`config.mk`:
```
export PLATFORM = sky130hd
export DESIGN_NAME = data_mem_ctrl
export DESIGN_NICKNAME = d
export VERILOG_FILES = /design/src/rtl/data_mem_ctrl.sv
export SDC_FILE = /design/constraint.sdc
export NUM_CORES = 1
export LEC_CHECK = 0
export ABC_AREA = 1
export CORE_AREA = 10 10 171 173
export DETAILED_ROUTE_END_ITERATION = 16
export DIE_AREA = 0 0 181 183
export GPL_ROUTABILITY_DRIVEN = 0
export GPL_TIMING_DRIVEN = 0
export SLEW_MARGIN = 20
export SYNTH_ARGS = -nofsm -noshare
export SYNTH_HDL_FRONTEND = slang
export SYNTH_SLANG_ARGS = --single-unit
export TNS_END_PERCENT = 50
```
`constraint.sdc`:
```
create_clock -name clk -period 2.5 [get_ports clk]
set_input_delay 0.25 -clock clk [delete_from_list [all_inputs] [get_ports clk]]
set_output_delay 0.25 -clock clk [all_outputs]
set_load 0.005 [all_outputs]
```
`src/rtl/data_mem_ctrl.sv`:
```
// Byte-addressed RV32 load/store front end for a 32-bit word SRAM; sub-word stores read-modify-write.
// Latency accept->rsp_valid: load 3, SW 2, SB/SH 4, error 1; one request in flight, no response backpressure.
module data_mem_ctrl #(
    parameter int ADDR_BITS = 10
) (
    input  logic                 clk,
    input  logic                 reset,
    input  logic                 req_valid,
    output logic                 req_ready,
    input  logic                 req_wren,
    input  logic [31:0]          req_addr,
    input  logic [2:0]           req_funct3,
    input  logic [31:0]          req_wdata,
    output logic                 rsp_valid,
    output logic [31:0]          rsp_rdata,
    output logic                 rsp_err,
    output logic [ADDR_BITS-1:0] sram_addr,
    output logic                 sram_rden,
    output logic                 sram_wren,
    output logic [31:0]          sram_wdata,
    input  logic [31:0]          sram_rdata
);

    localparam logic [2:0] IDLE    = 3'd0;
    localparam logic [2:0] READ    = 3'd1;
    localparam logic [2:0] MERGE   = 3'd2;
    localparam logic [2:0] EXTRACT = 3'd3;
    localparam logic [2:0] WRITE   = 3'd4;
    localparam logic [2:0] RESP    = 3'd5;
    localparam logic [2:0] ERR     = 3'd6;

    logic [2:0]           state;
    logic [ADDR_BITS+1:0] addr_q;
    logic [2:0]           funct3_q;
    logic [31:0]          wdata_q;
    logic                 wren_q;
    logic [31:0]          rdata_q;
    logic [31:0]          wdata_out_q;
    logic                 req_ok;
    logic [7:0]           byte_sel;
    logic [15:0]          half_sel;
    logic [31:0]          extracted;
    logic [31:0]          merged;
    logic                 unused_addr_bits;

    // Address bits above the SRAM range are dropped, so accesses wrap.
    assign unused_addr_bits = ^req_addr[31:ADDR_BITS+2];

    always_comb begin
        req_ok = 1'b0;
        case (req_funct3)
            3'd0:       req_ok = 1'b1;
            3'd1:       req_ok = !req_addr[0];
            3'd2:       req_ok = (req_addr[1:0] == 2'b00);
            3'd4, 3'd5: req_ok = !req_wren;
            default:    req_ok = 1'b0;
        endcase
    end

    always_comb begin
        byte_sel  = sram_rdata[{addr_q[1:0], 3'b000} +: 8];
        half_sel  = sram_rdata[{addr_q[1], 4'b0000} +: 16];
        extracted = sram_rdata;
        case (funct3_q)
            3'd0:    extracted = {{24{byte_sel[7]}}, byte_sel};
            3'd1:    extracted = {{16{half_sel[15]}}, half_sel};
            3'd4:    extracted = {24'd0, byte_sel};
            3'd5:    extracted = {16'd0, half_sel};
            default: extracted = sram_rdata;
        endcase
        merged = sram_rdata;
        if (funct3_q[1:0] == 2'd0) begin
            merged[{addr_q[1:0], 3'b000} +: 8] = wdata_q[7:0];
        end else begin
            merged[{addr_q[1], 4'b0000} +: 16] = wdata_q[15:0];
        end
    end

    always_ff @(posedge clk or negedge reset) begin
        if (!reset) begin
            state       <= IDLE;
            addr_q      <= '0;
            funct3_q    <= '0;
            wdata_q     <= '0;
            wren_q      <= 1'b0;
            rdata_q     <= '0;
            wdata_out_q <= '0;
        end else begin
            case (state)
                IDLE: begin
                    if (req_valid) begin
                        addr_q   <= req_addr[ADDR_BITS+1:0];
                        funct3_q <= req_funct3;
                        wdata_q  <= req_wdata;
                        wren_q   <= req_wren;
                        rdata_q  <= '0;
                        if (!req_ok) begin
                            state <= ERR;
                        end else if (req_wren && req_funct3 == 3'd2) begin
                            wdata_out_q <= req_wdata;
                            state       <= WRITE;
                        end else begin
                            state <= READ;
                        end
                    end
                end
                READ:    state <= wren_q ? MERGE : EXTRACT;
                MERGE: begin
                    wdata_out_q <= merged;
                    state       <= WRITE;
                end
                EXTRACT: begin
                    rdata_q <= extracted;
                    state   <= RESP;
                end
                WRITE:   state <= RESP;
                default: state <= IDLE;
            endcase
        end
    end

    assign req_ready  = (state == IDLE);
    assign rsp_valid  = (state == RESP) || (state == ERR);
    assign rsp_err    = (state == ERR);
    assign rsp_rdata  = (state == RESP) ? rdata_q : 32'd0;
    assign sram_addr  = addr_q[ADDR_BITS+1:2];
    assign sram_rden  = (state == READ);
    assign sram_wren  = (state == WRITE);
    assign sram_wdata = wdata_out_q;

endmodule

```
### After elaboration in Yosys (flattened, before gate mapping)

Cells that the tools add are included.

| storage, ports and cells | value |
|---|---|
| register bits after elaboration | 99 |
| latch bits | 0 |
| bits in writable memories | 0 |
| ROM bits | 0 |
| input port bits | 103 |
| output and inout bits | 79 |
| memories | 0 |

| cells by class | value |
|---|---|
| add/sub/neg operators | 2 |
| multiply operators | 0 |
| div/mod/pow operators | 0 |
| order comparisons | 0 |
| equal/unequal tests | 16 |
| shifts and indexed selects | 6 |
| muxes and demuxes | 17 |
| bitwise operators | 0 |
| reduce and logical (&&, ||, !) cells | 16 |

Operator list:

| kind | count |
|---|---|
| $mux 32 | 6 |
| $pmux 32 s2 | 2 |
| $pmux 32 s4 | 1 |
| $bwmux 32 | 2 |
| $shift 16x7->32 const A | 1 |
| $shift 8x7->32 const A | 1 |
| $shiftx 16x7->32 | 1 |
| $shiftx 32x6->16 | 1 |
| $shiftx 32x6->8 | 1 |
| $shiftx 8x7->32 | 1 |
| $eq 3x3->1 const B | 7 |
| $neg 5->7 | 2 |
| $pmux 3 s4 | 1 |
| $eq 3x1->1 const B | 3 |
| $eq 3x2->1 const B | 3 |
| $logic_not 3->1 | 3 |
| $mux 3 | 3 |
| $logic_not 2->1 | 2 |
| $ne 2x1->1 const B | 2 |
| $pmux 1 s4 | 1 |
| $reduce_and 2->1 | 2 |
| $reduce_and 4->1 | 1 |
| $reduce_bool 2->1 | 2 |
| $reduce_or 2->1 | 2 |
| 5 further kinds | 6 |

### Logic depth before layout (Yosys ltp)

| depth | value |
|---|---|
| word-level depth | 6 |
| mapped depth | 13 |

### Worst setup path before layout

OpenSTA, ideal clock, no wires.

| path | value |
|---|---|
| path type | register to register |
| start | register addr_q[1] |
| end | register wdata_out_q[14] (netlist: sram_wdata[14]) |
| library setup time | 0.116 ns |
| data arrival time | 1.918 ns |
| required time | 2.384 ns |
| setup slack | 0.466 ns |
| cell stages (with the launch flop) | 14 |
| buffers on the path | 4 |
| period minus slack after synthesis | 2.034 ns |
| cell sequence | dfrtp_1 -> buf_4 -> inv_4 -> clkbuf_1 -> ha_1 -> buf_2 -> inv_1 -> buf_2 -> nand3_1 -> o21ai_0 -> nand3_1 -> o21ai_0 -> nand2_1 -> nand2_1 |

| between the ends | value |
|---|---|
| word-level cells in the longest chain between the ends | 5 |
| elaborated cells on any way between the ends | 10 |
| those cells by class | add/sub (2); shift (4); mux (4) |

Ends and longest elaborated chain:

| item | RTL line | source |
|---|---|---|
| start: declaration | 33 | `logic [ADDR_BITS+1:0] addr_q;` |
| start signal: assignment | 92 | `addr_q <= req_addr[ADDR_BITS+1:0];` |
| $neg 5->7, on equally long branches | 75, 73 |  |
| $shiftx 16x7->32, or another cell as far along | 75 | `merged[{addr_q[1], 4'b0000} +: 16] = wdata_q[15:0];` |
| $bwmux 32, on equally long branches | 75, 73 |  |
| $mux 32 * | 72 | `if (funct3_q[1:0] == 2'd0) begin` |
| $pmux 32 s2 * | 89 | `case (state)` |
| end signal: assignment | 100 | `wdata_out_q <= req_wdata;` |
| end signal: assignment | 109 | `wdata_out_q <= merged;` |
| end: declaration | 38 | `logic [31:0] wdata_out_q;` |

Mark *: on every way between the ends. The rest lies on a longest branch, timed or not.
A chain may end at the register's enable or synchronous reset.

### Final worst setup path

| path | value |
|---|---|
| start | register state[2] |
| end | output port rsp_rdata[27] |

| between the ends | value |
|---|---|
| word-level cells in the longest chain between the ends | 2 |

Ends and longest elaborated chain:

| item | RTL line | source |
|---|---|---|
| start: declaration | 32 | `logic [2:0] state;` |
| start signal: assignment | 107 | `READ: state <= wren_q ? MERGE : EXTRACT;` |
| $eq 3x3->1 | 125 | `assign rsp_rdata = (state == RESP) ? rdata_q : 32'd0;` |
| $mux 32 | 125 |  |
| end: declaration | 15 | `output logic [31:0] rsp_rdata,` |

Every way passes these cells.

==> results.md <==
- Seq cells post-synth: between 90 and 100
- Combinational fraction of design power: between 50% and 60%
- Vias per Instance: approximately 4.7
- Routed wl met3: around 2300 µm
- Max-slew headroom at the worst pin: around 60%
- Pre-CTS setup slack: -216.0 ps
- Clock Power Share: around 14%
- Drt pass-1 iters: 5
- Total leakage power: around 4.0 nW
- Setup bufs post-CTS: 0
- WL/cell: between 15 and 20 µm
- Max Freq: 0.4303 GHz
- Sequential element share of the synthesized area: about two fifths
- Top layer in use: met4
- Crit path time final: around 2300 ps
- Switch Pwr: between 4 and 5 mW
- Max-cap violations: 0
- Setup tns final: 0 ps
- Worst Hold Class: primary input to asynchronous set/reset pin
- First-pass GRT wire length: 39160 µm
- Antenna cells: 0
- Worst EP arrival: 2070 ps
- Synth cell types: 30
- CTS H-tree lvls: 3
- Vias in the first global route: 6604
- Post-Syn Instances: around 910
- Post-DRT Antenna Nets: 0
- Max Slew Vio Count: 0
- Status: finished, final reports clean
- Yosys warning count: 0
- Worst-path clk slew: ~70 ps
- Final Hold Viols: 0
- Post-Route WL: 25410 µm
- RSZ-0062 raised after global routing: false
- Root buf cell: clkbuf_16
- Share of cells above drive strength 1: between 8 and 9%
- Vias: 6720
- Synthesized Nets: around 1000
- Switching share of power: between 40 and 50%
- DR WL met2: between 10000 and 15000 µm
- DR DRC count: 0
- Port Buf Inserts: between 150 and 200
- DPL Wire Length: 19800 µm
- CP max FO: 10
- Synthesized area: about 6300 µm²
- Max Root-Sink Buffers: 2
- Total grt overflow: 0
- CP required: 2250 ps
- Initial antenna violation count: 0
- Core area: 25760 µm²
- Pwr per Cell Area: about 1100 nW/µm²
- CTS tree: yes
- Die H: roughly 180 µm
- Clk Latency, worst-skew pair: ~360 ps
- Initial drt markers: 782
- Die area: roughly 33000 µm²
- Worst VDD drop: 344.4 µV
- Met1 wire length: roughly 11000 µm
- Setup crit end kind: output port
- Chip Width: between 150 and 200 µm
- Aggregate global-route resource usage: 15.01%
- Fin crit share: between 90% and 100%
- Sequential power share: 30.5%
- Setup ws final: between 150 and 200 ps
- Num ports: approximately 180
- Final number of setup-violating endpoints: 0
- Worst Setup Path Type: flop to output port
- Mean Syn Cell Area: 6.932 µm²
- Slew @ Worst Pin: 604.4 ps
- Critical Path Source Type: flop
- Setup Skew: slightly above 9 ps
- Initial core utilization: between 20% and 30%
- Clock sink total: slightly below 100
- Num CTS Buffers: 9
- Pin count of the biggest net entering global routing: between 50 and 60
- Row Count: 59
- Area growth syn-to-layout: 36.91%
- Final layout net count: roughly 1200
- P_int: approximately 5.3 mW
==> cell type report <==
cell class | count | area [µm²]
Buffer | 64 | 374.1
Fill cell | 2763 | 17100
Inverter | 87 | 329.1
Tap cell | 335 | 419.2
Multi-Input combinational cell | 661 | 3146
Clock inverter | 7 | 43.79
Sequential cell | 99 | 2477
Timing Repair Buffer | 163 | 1650
Clock buffer | 9 | 225.2
==> cell usage after synthesis (all sizes together) <==
cell / instances / area share [%]
nor3: 5 / 0.40
o22ai: 2 / 0.20
nor2: 93 / 5.8
o21ai: 104 / 8.2
nand2: 260 / 16
ha: 5 / 0.99
o211ai: 12 / 1.4
o31ai: 2 / 0.24
dfrtp: 99 / 39
a21oi: 46 / 3.6
buf: 45 / 4.8
clkbuf: 21 / 1.2
inv: 87 / 5.2
mux2: 18 / 3.8
and2: 1 / 0.099
nand3: 101 / 8.1
nand4: 10 / 0.99
nand3b: 2 / 0.24
==> metal layers <==
metal,vias up,GRT usage (%)
met5,-,0
met3,36,4.232
met4,0,4.035
met1,3111,19.60
li1,3285,-
met2,288,23.86
==> cells by family (layout without fill, tap and decap cells) <==
| kind of cell | count (synthesis) | after routing | share of synthesized area [%] |
|---|---|---|---|
| AND/OR/NAND/NOR | 472 | 472 | 31.12 |
| adder cells (fa/ha/maj) | 5 | 5 | 0.9885 |
| AO/OA/AOI/OAI | 166 | 166 | 13.72 |
| flip-flops | 99 | 99 | 39.15 |
| multiplexers | 18 | 18 | 3.796 |
| buffers and inverters | 153 | 330 | 11.23 |
==> path summary, 6_finish.rpt <==
check | startpoint | endpoint | slack, ps | cells past startpoint
setup / recovery | state[2]$_DFFE_PN0P_ | rsp_rdata[27] | 180 | 4
hold / removal | reset | rdata_q[16]$_DFFE_PN0P_ | 410 | 2
setup reg to reg | addr_q[1]$_DFFE_PN0P_ | sram_wdata[14]$_DFFE_PN0P_ | 270 | 12
hold reg to reg | rdata_q[16]$_DFFE_PN0P_ | rdata_q[16]$_DFFE_PN0P_ | 490 | 2
max in group asynchronous | reset | sram_wdata[19]$_DFFE_PN0P_ | 1450 | 3
min in group clk | req_wdata[13] | wdata_q[13]$_DFFE_PN0P_ | 460 | 3
==> state kept, by name (all words and copies together) (netlist names) <==
signal      flops
funct3_q        3
state           3
wdata_q        16
sram_wdata     32
rdata_q        32
addr_q         12
wren_q          1
==> worst max-delay path, cell delays in order (launching register included) <==
cell	delay, ps
dfrtp_1	510
nand3_2	230
clkbuf_1	280
nor2_1	150
clkdlybuf4s50_1	530
==> stage by stage <==
step	area, µm²	utilization (%)	total power, mW	cells	hold slack (ps)
floorplan	6329	-	5.943	913	-45.59
global placement	8359	32.45	8.034	1409	474.2
detailed placement	8388	32.56	8.075	1410	256.4
CTS	8668	33.65	9.466	1426	458.5
global route	8665	33.63	10.24	1425	473.5
finish	8665	33.63	9.446	1425	407.9
==> power by group through the flow <==
stage	Combinational, mW	Clock (mW)	Sequential [mW]
4_1_cts	5.22	1.38	2.87
3_3_place_gp	5.17	0	2.87
3_5_place_dp	5.19	0	2.88
2_1_floorplan	3.21	0	2.74
6_report	5.23	1.34	2.88
5_1_grt	5.84	1.45	2.96
==> cells in the final DEF (no fill, tap or decap) <==
cell type / count
nor3_1: 5
buf_2: 20
nor2_2: 3
inv_6: 1
inv_1: 79
o31ai_1: 2
nor2_4: 1
dlygate4sd3_1: 1
mux2_2: 6
buf_6: 6
nand2_1: 256
clkbuf_1: 19
ha_1: 5
mux2_1: 2
buf_4: 19
dfrtp_1: 99
nand2_2: 4
clkinv_2: 4
o211ai_1: 12
inv_4: 1
buf_16: 1
nand3_2: 2
a21oi_1: 46
nand3b_1: 2
and2_1: 1
inv_2: 7
o22ai_1: 2
nand4_1: 10
nand3_1: 99
clkbuf_16: 9
o21ai_0: 94
o21ai_1: 10
nor2_1: 89
clkinvlp_4: 2
mux2_4: 10
clkdlybuf4s50_1: 160
buf_1: 1
==> repair_timing <==
action / 4_1_cts / 5_1_grt
endpoints found under the hold margin: 49 / 0
gates resized for setup: 1 / 0
pin swaps: 0 / 0
hold buffers: 1 / 0
endpoints found under the setup margin: 25 / 3
No activity file was read; power rests on OpenSTA's default activity.
